[src/rtl/parity_bus_pkg.sv]
// Shared types and helpers for the parity byte bus arbiter.
// State encoding, word geometry and the beat/parity formatter.
package parity_bus_pkg;

  localparam int WORD_W = 32;
  localparam int BYTE_W = 8;
  localparam int BEATS  = 4;

  typedef enum logic [2:0] {
    IDLE,
    START,
    SEND,
    FINISH,
    ABORT
  } state_t;

  function automatic logic parity8(input logic [BYTE_W-1:0] b);
    return ^b;
  endfunction

  // Beat 0 carries the most significant byte.
  function automatic logic [BYTE_W:0] beat_of(
    input logic [WORD_W-1:0] w,
    input logic [1:0]        idx
  );
    logic [BYTE_W-1:0] b;
    unique case (idx)
      2'd0:    b = w[31:24];
      2'd1:    b = w[23:16];
      2'd2:    b = w[15:8];
      default: b = w[7:0];
    endcase
    return {b, parity8(b)};
  endfunction

endpackage

[src/rtl/rr_arbiter.sv]
// Combinational round-robin pick: first set req at or after ptr,
// wrapping modulo NUM_REQ; returns one-hot grant and its index.
module rr_arbiter
  import parity_bus_pkg::*;
#(
  parameter int NUM_REQ = 2,
  parameter int IDX_W   = 1
) (
  input  logic [NUM_REQ-1:0] req,
  input  logic [IDX_W-1:0]   ptr,
  output logic [NUM_REQ-1:0] gnt_oh,
  output logic [IDX_W-1:0]   gnt_idx
);

  logic [IDX_W:0] cand;
  logic           found;

  always_comb begin
    gnt_oh  = '0;
    gnt_idx = '0;
    found   = 1'b0;
    cand    = '0;
    for (int i = 0; i < NUM_REQ; i++) begin
      cand = {1'b0, ptr} + (IDX_W+1)'(i);
      if (cand >= (IDX_W+1)'(NUM_REQ))
        cand = cand - (IDX_W+1)'(NUM_REQ);
      if (!found && req[cand[IDX_W-1:0]]) begin
        found                     = 1'b1;
        gnt_idx                   = cand[IDX_W-1:0];
        gnt_oh[cand[IDX_W-1:0]]   = 1'b1;
      end
    end
  end

endmodule

[src/rtl/parity_bus_arbiter.sv]
// Round-robin owner of the 9-bit parity byte bus; sends 4 beats per word.
// Optional ARB_RETRY_EN: one START retry after the first timeout.
module parity_bus_arbiter
  import parity_bus_pkg::*;
#(
  parameter int NUM_REQ     = 2,
  parameter int ACK_TIMEOUT = 16
) (
  input  logic                    clk,
  input  logic                    rst,
  input  logic [NUM_REQ-1:0]      req,
  input  logic [NUM_REQ*32-1:0]   req_data,
  output logic [NUM_REQ-1:0]      gnt,
  output logic [NUM_REQ-1:0]      done,
  output logic                    err,
  output logic                    busy,
  output logic                    bus_ready,
  input  logic                    bus_ack,
  output logic [8:0]              bus_data,
  input  logic                    bus_beat_ack,
  output logic [1:0]              beat_idx
);

  localparam int IDX_W = (NUM_REQ > 1) ? $clog2(NUM_REQ) : 1;
  localparam int TMO_W = $clog2(ACK_TIMEOUT + 1);

  state_t              state_q, state_d;
  logic [NUM_REQ-1:0]  gnt_q, gnt_d;
  logic [NUM_REQ-1:0]  done_q, done_d;
  logic                err_q, err_d;
  logic                busy_q, busy_d;
  logic                bus_ready_q, bus_ready_d;
  logic [8:0]          bus_data_q, bus_data_d;
  logic [1:0]          beat_q, beat_d;
  logic [IDX_W-1:0]    idx_q, idx_d;
  logic [IDX_W-1:0]    rr_q, rr_d;
  logic [TMO_W-1:0]    tmo_q, tmo_d;
  logic [WORD_W-1:0]   word_q, word_d;
`ifdef ARB_RETRY_EN
  logic                retry_q, retry_d;
`endif

  logic [NUM_REQ-1:0]  arb_oh;
  logic [IDX_W-1:0]    arb_idx;
  logic [WORD_W-1:0]   arb_word;
  logic                tmo_hit;
  logic                tmo_fire;

  rr_arbiter #(
    .NUM_REQ (NUM_REQ),
    .IDX_W   (IDX_W)
  ) u_arb (
    .req     (req),
    .ptr     (rr_q),
    .gnt_oh  (arb_oh),
    .gnt_idx (arb_idx)
  );

  function automatic logic [IDX_W-1:0] next_ptr(input logic [IDX_W-1:0] i);
    if (i == IDX_W'(NUM_REQ - 1))
      return '0;
    return i + IDX_W'(1);
  endfunction

  always_comb begin
    arb_word = '0;
    for (int i = 0; i < NUM_REQ; i++)
      if (arb_oh[i])
        arb_word = req_data[i*WORD_W +: WORD_W];
  end

  assign tmo_hit = (tmo_q == TMO_W'(ACK_TIMEOUT - 1));

  always_comb begin
    state_d     = state_q;
    gnt_d       = gnt_q;
    done_d      = '0;
    err_d       = 1'b0;
    bus_ready_d = bus_ready_q;
    bus_data_d  = bus_data_q;
    beat_d      = beat_q;
    idx_d       = idx_q;
    rr_d        = rr_q;
    tmo_d       = tmo_q;
    word_d      = word_q;
    tmo_fire    = 1'b0;
`ifdef ARB_RETRY_EN
    retry_d     = retry_q;
`endif
    unique case (state_q)
      IDLE: begin
        if (|req) begin
          state_d     = START;
          gnt_d       = arb_oh;
          idx_d       = arb_idx;
          word_d      = arb_word;
          bus_ready_d = 1'b1;
          tmo_d       = '0;
        end
      end
      START: begin
        if (bus_ack) begin
          state_d     = SEND;
          bus_ready_d = 1'b0;
          beat_d      = 2'd0;
          bus_data_d  = beat_of(word_q, 2'd0);
          tmo_d       = '0;
        end else if (tmo_hit) begin
          tmo_fire = 1'b1;
        end else begin
          tmo_d = tmo_q + TMO_W'(1);
        end
      end
      SEND: begin
        if (bus_beat_ack) begin
          tmo_d = '0;
          if (beat_q == 2'(BEATS - 1)) begin
            state_d    = FINISH;
            done_d     = gnt_q;
            gnt_d      = '0;
            bus_data_d = '0;
            beat_d     = 2'd0;
            rr_d       = next_ptr(idx_q);
          end else begin
            beat_d     = beat_q + 2'd1;
            bus_data_d = beat_of(word_q, beat_q + 2'd1);
          end
        end else if (tmo_hit) begin
          tmo_fire = 1'b1;
        end else begin
          tmo_d = tmo_q + TMO_W'(1);
        end
      end
      FINISH:  state_d = IDLE;
      ABORT:   state_d = IDLE;
      default: state_d = IDLE;
    endcase

    if (tmo_fire) begin
`ifdef ARB_RETRY_EN
      if (!retry_q) begin
        retry_d     = 1'b1;
        state_d     = START;
        bus_ready_d = 1'b1;
        bus_data_d  = '0;
        beat_d      = 2'd0;
        tmo_d       = '0;
      end else
`endif
      begin
        state_d     = ABORT;
        err_d       = 1'b1;
        gnt_d       = '0;
        bus_ready_d = 1'b0;
        bus_data_d  = '0;
        beat_d      = 2'd0;
        tmo_d       = '0;
        rr_d        = next_ptr(idx_q);
      end
    end

`ifdef ARB_RETRY_EN
    if (state_d == FINISH || state_d == ABORT)
      retry_d = 1'b0;
`endif
    busy_d = (state_d != IDLE);
  end

  always_ff @(posedge clk) begin
    if (rst) begin
      state_q     <= IDLE;
      gnt_q       <= '0;
      done_q      <= '0;
      err_q       <= 1'b0;
      busy_q      <= 1'b0;
      bus_ready_q <= 1'b0;
      bus_data_q  <= '0;
      beat_q      <= '0;
      idx_q       <= '0;
      rr_q        <= '0;
      tmo_q       <= '0;
      word_q      <= '0;
`ifdef ARB_RETRY_EN
      retry_q     <= 1'b0;
`endif
    end else begin
      state_q     <= state_d;
      gnt_q       <= gnt_d;
      done_q      <= done_d;
      err_q       <= err_d;
      busy_q      <= busy_d;
      bus_ready_q <= bus_ready_d;
      bus_data_q  <= bus_data_d;
      beat_q      <= beat_d;
      idx_q       <= idx_d;
      rr_q        <= rr_d;
      tmo_q       <= tmo_d;
      word_q      <= word_d;
`ifdef ARB_RETRY_EN
      retry_q     <= retry_d;
`endif
    end
  end

  assign gnt       = gnt_q;
  assign done      = done_q;
  assign err       = err_q;
  assign busy      = busy_q;
  assign bus_ready = bus_ready_q;
  assign bus_data  = bus_data_q;
  assign beat_idx  = beat_q;

endmodule

[config.mk]
export PLATFORM = sky130hd
export DESIGN_NAME = parity_bus_arbiter
export DESIGN_NICKNAME = d
export VERILOG_FILES = /design/src/rtl/parity_bus_pkg.sv /design/src/rtl/rr_arbiter.sv /design/src/rtl/parity_bus_arbiter.sv
export SDC_FILE = /design/constraint.sdc
export NUM_CORES = 1
export LEC_CHECK = 0
export ABC_AREA = 1
export CORE_MARGIN = 2
export CORE_UTILIZATION = 35
export DETAILED_ROUTE_END_ITERATION = 10
export GPL_ROUTABILITY_DRIVEN = 0
export PLACE_DENSITY = 0.67
export REMOVE_ABC_BUFFERS = 1
export SLEW_MARGIN = 20
export SYNTH_ARGS = -nofsm -noshare
export SYNTH_HDL_FRONTEND = slang
export SYNTH_SLANG_ARGS = --single-unit
export TNS_END_PERCENT = 10
[constraint.sdc]
create_clock -name clk -period 1.9 [get_ports clk]
set_input_delay 0.38 -clock clk [delete_from_list [all_inputs] [get_ports clk]]
set_output_delay 0.38 -clock clk [all_outputs]
set_load 0.02 [all_outputs]
==> results.toml <==
[status]
status = "completed"

[floorplan]
coreArea_um2 = 8760
start_util = 0.363
io_pins = 88
die_area_um2 = 9870
fp.dieH_um = 99.3
die_w_um = 99.3
rows = 34

[logic_synthesis]
async_reset_ff_frac = 0
synth_top_cell_area_share = 0.378
syn_avg_cell_area_um2 = 6.75
synth_area_um2 = 3180
ys_top_cells_by_count = "nand2_1, dfxtp_1, nor2_1"
yosysWarnings = 0
synth.distinct_cells = 28
syn_inst = 471
synth-seq-area-share = 0.378
ys.flop_type = "dfxtp_1"
synth_top_cell_by_area = "dfxtp_1"
synth_edf_count = 0
ys_ff_latch = 60
yosysMostFrequentCell = "nand2_1"
synth.area.top_cells = "dfxtp_1, nand2_1, a31oi_1, nand4_1, nor2_1"

[critical_path]
crit_fanout = 4
ff2ff_path_depth = 14
slowest_delay_ns = 0.60
cp.arrival_ns = 1.47
path_class = "flip-flop to primary output"
cp-start-kind = "flip-flop"
crit_buf_inv = 2
cp.required_ns = 1.52
end_kind = "primary output"
crit_family = "buffers and inverters"
crit_path_top_delay_cell = "clkdlybuf4s50_1"
worstSetupPathDepth = 2
rrSetupSlack_ns = 0.12
regToRegStartpoint = "beat_idx[0]"
worstReg2RegEnd = "bus_data[0]"
path_cells = "buf_4 > clkdlybuf4s50_1"
cp-startpoint = "beat_idx[0]"
worstSetupEndpoint = "beat_idx[0]"

[clocking]
cts_tree = "done"
postCtsSetupRepairBufs = 0
clock_latency_ns = 0.34
clk_pin_slew_ns = 0.07
holdBufCountCts = 0
clockBufferDepth = 2
cts_resized = 3
cts_made_buffers = 9
cts_sinks = 60
htree_levels = 3
cts_root_buf = "clkbuf_8"

[timing]
worstMarginPinSlew_ns = 0.395
fmax_mhz = 540
slew_viol_final = 0
skew_ns = 0.0101
period_share = 0.976
finalHoldViolCount = 0
relSlewSlack = 0.737
setup_viol = 0
tns_ns = 0
fin_crit_ns = 1.85

[drt]
vias = 3511
ant_nets = 0
drt-total-wl_um = 9250
drtIter0Drc = 149
vias_per_cell = 5.15
post-route-drc-count = 0
dr.pass1.iters = 5
post_drt_wl_per_cell_um = 13.6

[power]
power_density_nw_per_um2 = 841
cellLeakagePower_nw = 1.84
total_power_mw = 3.86
vdd_drop_max_uv = 283

[global_route]
grt_max_degree = 37
grt_antenna_before_repair = 0
grt_pass1_wl_um = 15500
track_usage = 0.197
grt_remaining_overflow = 0
first_global_vias = 3311

[placement]
port_buffers = 87
placed_cells = 666
hpwl_um = 6730
place_area_um2 = 4290

[final_layout]
fillerInstances = 846
drive_gt1_frac = 0.127
diodes = 0
nets = 645
final_cells = 682
syn_to_final_growth_pct = 44.2
post-route-util = 0.523
design_area_um2 = 4590

[min_path]
hp-class = "flip-flop to flip-flop"

[run]
cap_violations = 0
metal layers:
| metal | track usage | up-vias | share of wire |
|---|---|---|---|
| met3 | 0.0372 | 18 | 0.055 |
| met5 | 0 | - | 0 |
| met4 | 0.0969 | 0 | 0.024 |
| li1 | - | 1781 | - |
| met2 | 0.310 | 118 | 0.47 |
| met1 | 0.260 | 1594 | 0.45 |
cells in the final DEF (no fill, tap or decap), types with 2 or more instances in the layout:
cell             Yosys  final
ha_1                 6      2
inv_2                7      8
buf_4                6     24
ha_4                 0      2
a21oi_1             21     21
o21bai_1             7      7
clkinv_2             0      3
inv_1               26     24
clkbuf_8             0     10
o21ai_0             10     10
clkdlybuf4s50_1      0     87
nand4_1             32     32
dfxtp_2              0      2
xnor2_1              6      6
nand3_1              5      5
nor2_2               0      9
nand2_2              2      2
a31oi_1             34     34
bufinv_16            0      2
buf_12               0      3
nand2_1            161    161
a22oi_1              3      3
dfxtp_1             60     58
nor3_4               1      2
a221oi_1             3      2
ha_2                 0      2
a211oi_1             4      4
o21ai_1              6      6
nor2_1              44     35
kinds of logic after synthesis:
| logic type | after synthesis | share of synthesized area |
|---|---|---|
| buffers and inverters | 61 | 0.0818 |
| AOI/OAI and AO/OA | 89 | 0.168 |
| DFF | 60 | 0.378 |
| and+or+nand+nor | 249 | 0.332 |
| adders and majority gates | 6 | 0.0236 |
| xor gates and xnor gates | 6 | 0.0165 |
power breakdown:
group          total, mW  switching, mW  internal, mW
sequential          1.45         0.0766          1.37
clock               1.28          0.510         0.768
combinational       1.13          0.614         0.520
total               3.86           1.20          2.66
how the worst min path moves through the flow:
stage                   from       end  slack, ns  cells past startpoint
global placement       idx_q      rr_q       0.41                      1
CTS                    idx_q      rr_q       0.43                      1
detailed placement     idx_q      rr_q       0.42                      1
floorplan              idx_q      rr_q       0.41                      1
global route        tmo_q[4]  tmo_q[4]       0.47                      2
finish                 idx_q      rr_q       0.44                      1
registers in the layout (all words and copies together) (netlist names):
| name | count |
|---|---|
| word_q | 32 |
| bus_data | 9 |
| tmo_q | 5 |
| state_q | 3 |
| beat_idx | 2 |
| done | 2 |
| gnt | 2 |
| bus_ready | 1 |
| busy | 1 |
| err | 1 |
| idx_q | 1 |
| rr_q | 1 |
per-stage QoR:
step           setup WS, ns  hold slack (ns)
3_3_place_gp         -0.108            0.415
2_1_floorplan        -0.390            0.405
5_1_grt             -0.0304            0.475
4_1_cts              0.0132            0.426
6_report             0.0465            0.437
3_5_place_dp         -0.125            0.421
final cells by class:
cell class | instances | area, um^2 | area share
Clock buffer | 11 | 141 | 0.0308
Clock inverter | 5 | 75.1 | 0.0164
Inverter | 34 | 135 | 0.0295
Tap cell | 108 | 135 | 0.0295
Timing Repair Buffer | 114 | 1110 | 0.242
Multi-Input combinational cell | 350 | 1780 | 0.389
Sequential cell | 60 | 1200 | 0.262
worst register-to-register path: cells and delay by family (launching register included):
family	cells	cell delay, ns
buffers and inverters	3	0.24
AO/OA/AOI/OAI	1	0.07
adder cells (fa/ha/maj)	1	0.22
AND/OR/NAND/NOR	9	0.76
flip-flops	1	0.39
No activity file was read; power rests on OpenSTA's default activity.
